[src/rtl/mem_pkg.sv]
// Shared state encoding and SRAM geometry for the MEM-stage SRAM controller.
package mem_pkg;

  localparam int          SRAM_ADDR_W         = 18;
  localparam int          SRAM_DATA_W         = 16;
  localparam logic [31:0] ADDR_OFFSET_DEFAULT = 32'd1024;

  typedef enum logic [2:0] {
    IDLE,
    RD_LO,
    RD_HI,
    WR_LO,
    WR_HI,
    DONE
  } mem_state_t;

endpackage

[src/rtl/mem_stage_sram_ctrl.sv]
// MEM-stage controller turning one 32-bit load/store into two 16-bit SRAM
// half-accesses; ready low freezes the pipeline while an access is in flight.
module mem_stage_sram_ctrl
  import mem_pkg::*;
#(
  parameter int unsigned WAIT_CYCLES = 2,
  parameter logic [31:0] ADDR_OFFSET = ADDR_OFFSET_DEFAULT
) (
  input  logic                   clk,
  input  logic                   rst,
  input  logic                   MEM_R_EN,
  input  logic                   MEM_W_EN,
  input  logic [31:0]            ALU_result,
  input  logic [31:0]            Val_Rm,
  output logic [31:0]            Mem_read_value,
  output logic                   ready,
  output logic [SRAM_ADDR_W-1:0] SRAM_ADDR,
  output logic [SRAM_DATA_W-1:0] SRAM_DQ_out,
  input  logic [SRAM_DATA_W-1:0] SRAM_DQ_in,
  output logic                   SRAM_DQ_oe,
  output logic                   SRAM_WE_N
);

  localparam int              CNT_W    = $clog2(WAIT_CYCLES) + 1;
  localparam logic [CNT_W-1:0] LAST_CNT = CNT_W'(WAIT_CYCLES - 1);

  mem_state_t               state;
  logic [CNT_W-1:0]         wait_cnt;
  logic [SRAM_DATA_W-1:0]   rd_lo;
  logic                     last_cycle;
  logic [31:0]              rel_addr;
  logic [SRAM_ADDR_W-2:0]   word_addr;
  logic                     unused_addr_bits;

  assign last_cycle       = (wait_cnt == LAST_CNT);
  assign rel_addr         = ALU_result - ADDR_OFFSET;
  assign word_addr        = rel_addr[18:2];
  // Byte offset and bits above the SRAM window are intentionally dropped.
  assign unused_addr_bits = ^{rel_addr[31:19], rel_addr[1:0]};

  always_ff @(posedge clk or negedge rst) begin
    if (!rst) begin
      state          <= IDLE;
      wait_cnt       <= '0;
      rd_lo          <= '0;
      Mem_read_value <= '0;
    end else begin
      case (state)
        IDLE: begin
          wait_cnt <= '0;
          if (MEM_W_EN)
            state <= WR_LO;
          else if (MEM_R_EN)
            state <= RD_LO;
        end
        RD_LO, RD_HI, WR_LO, WR_HI: begin
          if (last_cycle) begin
            wait_cnt <= '0;
            case (state)
              RD_LO: begin
                rd_lo <= SRAM_DQ_in;
                state <= RD_HI;
              end
              RD_HI: begin
                Mem_read_value <= {SRAM_DQ_in, rd_lo};
                state          <= DONE;
              end
              WR_LO:   state <= WR_HI;
              default: state <= DONE;
            endcase
          end else begin
            wait_cnt <= wait_cnt + CNT_W'(1);
          end
        end
        default: begin
          wait_cnt <= '0;
          state    <= IDLE;
        end
      endcase
    end
  end

  // WE_N rises on the last cycle of each write phase so the address never moves under a strobe.
  always_comb begin
    SRAM_ADDR   = '0;
    SRAM_DQ_out = '0;
    SRAM_DQ_oe  = 1'b0;
    SRAM_WE_N   = 1'b1;
    case (state)
      RD_LO: SRAM_ADDR = {word_addr, 1'b0};
      RD_HI: SRAM_ADDR = {word_addr, 1'b1};
      WR_LO: begin
        SRAM_ADDR   = {word_addr, 1'b0};
        SRAM_DQ_out = Val_Rm[15:0];
        SRAM_DQ_oe  = 1'b1;
        SRAM_WE_N   = last_cycle;
      end
      WR_HI: begin
        SRAM_ADDR   = {word_addr, 1'b1};
        SRAM_DQ_out = Val_Rm[31:16];
        SRAM_DQ_oe  = 1'b1;
        SRAM_WE_N   = last_cycle;
      end
      default: ;
    endcase
  end

  assign ready = (state == DONE) || ((state == IDLE) && !MEM_R_EN && !MEM_W_EN);

endmodule
[config.mk]
export PLATFORM = sky130hd
export DESIGN_NAME = mem_stage_sram_ctrl
export DESIGN_NICKNAME = d
export VERILOG_FILES = /design/src/rtl/mem_pkg.sv /design/src/rtl/mem_stage_sram_ctrl.sv
export SDC_FILE = /design/constraint.sdc
export NUM_CORES = 1
export LEC_CHECK = 0
export BUFFER_PORTS_ARGS = -buffer_cell sky130_fd_sc_hd__buf_2
export CELL_PAD_IN_SITES_DETAIL_PLACEMENT = 1
export CELL_PAD_IN_SITES_GLOBAL_PLACEMENT = 2
export CORE_UTILIZATION = 27
export DETAILED_ROUTE_END_ITERATION = 8
export HOLD_SLACK_MARGIN = 0.15
export PLACE_DENSITY = 0.85
export SLEW_MARGIN = 20
export SYNTH_ARGS = -nofsm -noshare
export SYNTH_HDL_FRONTEND = slang
export SYNTH_SLANG_ARGS = --single-unit
[constraint.sdc]
create_clock -name clk -period 3.5 [get_ports clk]
set_input_delay 0.175 -clock clk [delete_from_list [all_inputs] [get_ports clk]]
set_output_delay 0.175 -clock clk [all_outputs]
set_load 0.05 [all_outputs]
==> results.json <==
{
  "layout.nets": 431,
  "synthToLayoutAreaGrowth_pct": 40.7,
  "critical_path_depth": 4,
  "setup_violations": 0,
  "ys.flop_type": "dfrtp_1",
  "synth_seq_cells": 53,
  "insertion_delay_ns": 0.29,
  "finalWeightedCongestion": 0.687,
  "layout-drive-gt1-share_pct": 55.3,
  "reg2reg_depth": 3,
  "synth.avg_cell_area_um2": 12.8,
  "synth_edf_count": 0,
  "crit_path_cell_trace": "o21ai_1 -> nand2_1 -> a21oi_1 -> buf_2",
  "finalCritPeriodShare_pct": 66.4,
  "slowest_stage": "dfrtp_1",
  "clock_sinks": 53,
  "synth_top_cells_by_area": "dfrtp_1, mux2_2, a22o_1",
  "cts_made_buffers": 5,
  "cts_tree": "done",
  "grt_antenna_before_repair": 0,
  "drv_slew": 0,
  "post-synth-top-area-cell": "dfrtp_1",
  "finalClockSkew_ns": 0.00598,
  "num_vias": 2140,
  "io_pins": 153,
  "cp_num_buf_inv": 1,
  "ant_nets": 0,
  "wl_um": 6590,
  "h-tree-depth": 2,
  "fin_ws_ns": 1.18,
  "ir_drop_uv": 371,
  "max_cap_viol_count": 0,
  "grt_pass1_wl_um": 10900,
  "whs_path_depth": 3,
  "core-area_um2": 8850,
  "power.density_nw_per_um2": 1080,
  "crit_type": "reg -> out",
  "finalSetupTns_ns": 0,
  "dr.pass1.iters": 6,
  "hold_class": "in -> reg",
  "cp-start-kind": "flop",
  "violations": "DRC",
  "dp_slack_ns": 1.37,
  "die_area_um2": 9630,
  "cpPeakStageDelay_ns": 0.53,
  "finalNonFillerCells": 455,
  "n_antenna_cell": 0,
  "grt.total_usage_pct": 13.9,
  "nFillCells": 1016,
  "syn_nets": 280,
  "initial_core_util_pct": 28.2,
  "cp.arrival_ns": 2.15,
  "worst_pin_slew_ns": 0.760,
  "hold_violations": 0,
  "die_h_um": 98.1,
  "max_freq_ghz": 0.430,
  "r2r_slack_ns": 1.40,
  "first_iter_violations": 47,
  "grt_overflow": 0,
  "die_w_um": 98.1,
  "post-dp-hpwl_um": 4760,
  "yosysWarnings": 0,
  "clk_pin_slew_ns": 0.09,
  "slew-limit-headroom_pct": 49.3,
  "grt_max_degree": 35,
  "postCtsSetupRepairBufs": 0,
  "synthArstFlopShare_pct": 100,
  "cts_root_buffer": "clkbuf_8",
  "power.leakage_nw": 1.77,
  "critical_path_required_ns": 3.32,
  "crit_family": "compound AO/OA/AOI/OAI gates",
  "netlist_area_um2": 2490,
  "placementRows": 34,
  "rsz0062_at_grt": "false",
  "synth_cells": 195,
  "seq_area_frac_synth_pct": 53.2,
  "grt_pass1_vias": 2309,
  "synthDistinctLibCells": 36,
  "status": "finished with violations",
  "vias_per_cell": 4.70,
  "cp-end-kind": "output port",
  "synth_top_area_share_pct": 53.2,
  "clk_path_buf_depth": 2,
  "dp.cells": 430,
  "cp_max_fo": 11,
  "finalCriticalPeriod_ns": 2.32,
  "numPortBuffers": 137,
  "routedWlPerCell_um": 14.5,
  "drc": 3
}
repair_timing:
| item | 4_1_cts | 5_1_grt |
|---|---|---|
| resized for setup | 0 | 0 |
| endpoints found under the hold margin | 65 | 0 |
| hold buffers | 17 | 0 |
kinds of logic (layout without fill, tap and decap cells):
kind of cell	count (synthesis)	in the layout	share of synthesized area, %
AOI/OAI and AO/OA	35	35	10.3
xor gates and xnor gates	1	1	0.351
adders and majority gates	1	1	0.501
buffers and inverters	16	168	3.91
DFF	53	53	53.2
muxes	48	48	21.7
and+or+nand+nor	41	41	10.1
cells in the final DEF (no fill, tap or decap), drive strengths merged:
master	count
or3	5
ha	1
a211o	1
a2111oi	1
nor2	9
a221oi	1
o21bai	1
a22o	16
nand2	2
and3	8
nor3	3
xnor2	1
or3b	1
o21ai	5
dlygate4sd3	17
buf	140
mux2	48
dfrtp	53
and2	1
or4	2
nor4	1
a21oi	8
nor3b	1
nand2b	3
inv	3
nor4bb	1
clkinv	2
o31ai	2
and2b	1
clkbuf	6
or2	3
tightest hold or removal path: stages:
cell	delay [ns]
buf_2	0.10
a221oi_1	0.08
nor2_1	0.09
per-stage QoR:
stage | utilization (%) | total power, W | instance area [um2] | hold WS [ns]
after floorplan | - | 0.00295 | 2490 | -0.121
after detailed placement | 36.8 | 0.00347 | 3260 | 0.288
after global placement | 36.8 | 0.00342 | 3260 | 0.278
final | 39.7 | 0.00378 | 3510 | 0.186
after CTS | 39.7 | 0.00383 | 3510 | 0.176
after global routing | 39.7 | 0.00400 | 3510 | 0.181
path summary, 6_finish.rpt:
path / end / from
max: SRAM_ADDR[17] / state[0]
min: state[1] / MEM_W_EN
max reg2reg: rd_lo[11] / state[0]
min reg2reg: wait_cnt[0] / wait_cnt[0]
max in group asynchronous: Mem_read_value[7] / rst
min in group asynchronous: Mem_read_value[14] / rst
flip-flops by register name (all words and copies together), names as in the netlist:
register	count
Mem_read_value	32
rd_lo	16
wait_cnt	2
state	3
routing by layer:
layer	track usage (%)	up-vias	wire length, um
li1	-	1009	-
met3	2.36	2	235
met2	25.9	50	3610
met1	16.4	1079	2700
met5	0	-	0
met4	3.50	0	40
report_power, final:
group / switching (W) / internal [W]
Clock: 0.000188 / 0.000139
Sequential: 0.000180 / 0.000916
Combinational: 0.00169 / 0.000667
Total: 0.00206 / 0.00172
cell type report:
type	instances	area, um2	share of cell area, %
clock buffer	6	72.6	2.07
clock inverter	2	10.0	0.285
inverter	3	11.3	0.321
multi-input combinational	126	1080	30.7
sequential	53	1330	37.8
tap	108	135	3.85
timing repair buffer	157	878	25.0
synthesized netlist by cell type (2+ instances only):
library cell  number
o21ai_0            4
a22o_1            16
nand2b_1           3
nor3_1             2
buf_6              2
buf_4              4
inv_1              3
buf_2              6
nand2_1            2
a21oi_1            7
o31ai_1            2
and3_1             8
nor2_1             9
or2_2              3
dfrtp_1           53
mux2_1            10
or3_1              5
mux2_2            38
(Power assumes the default switching activity.)
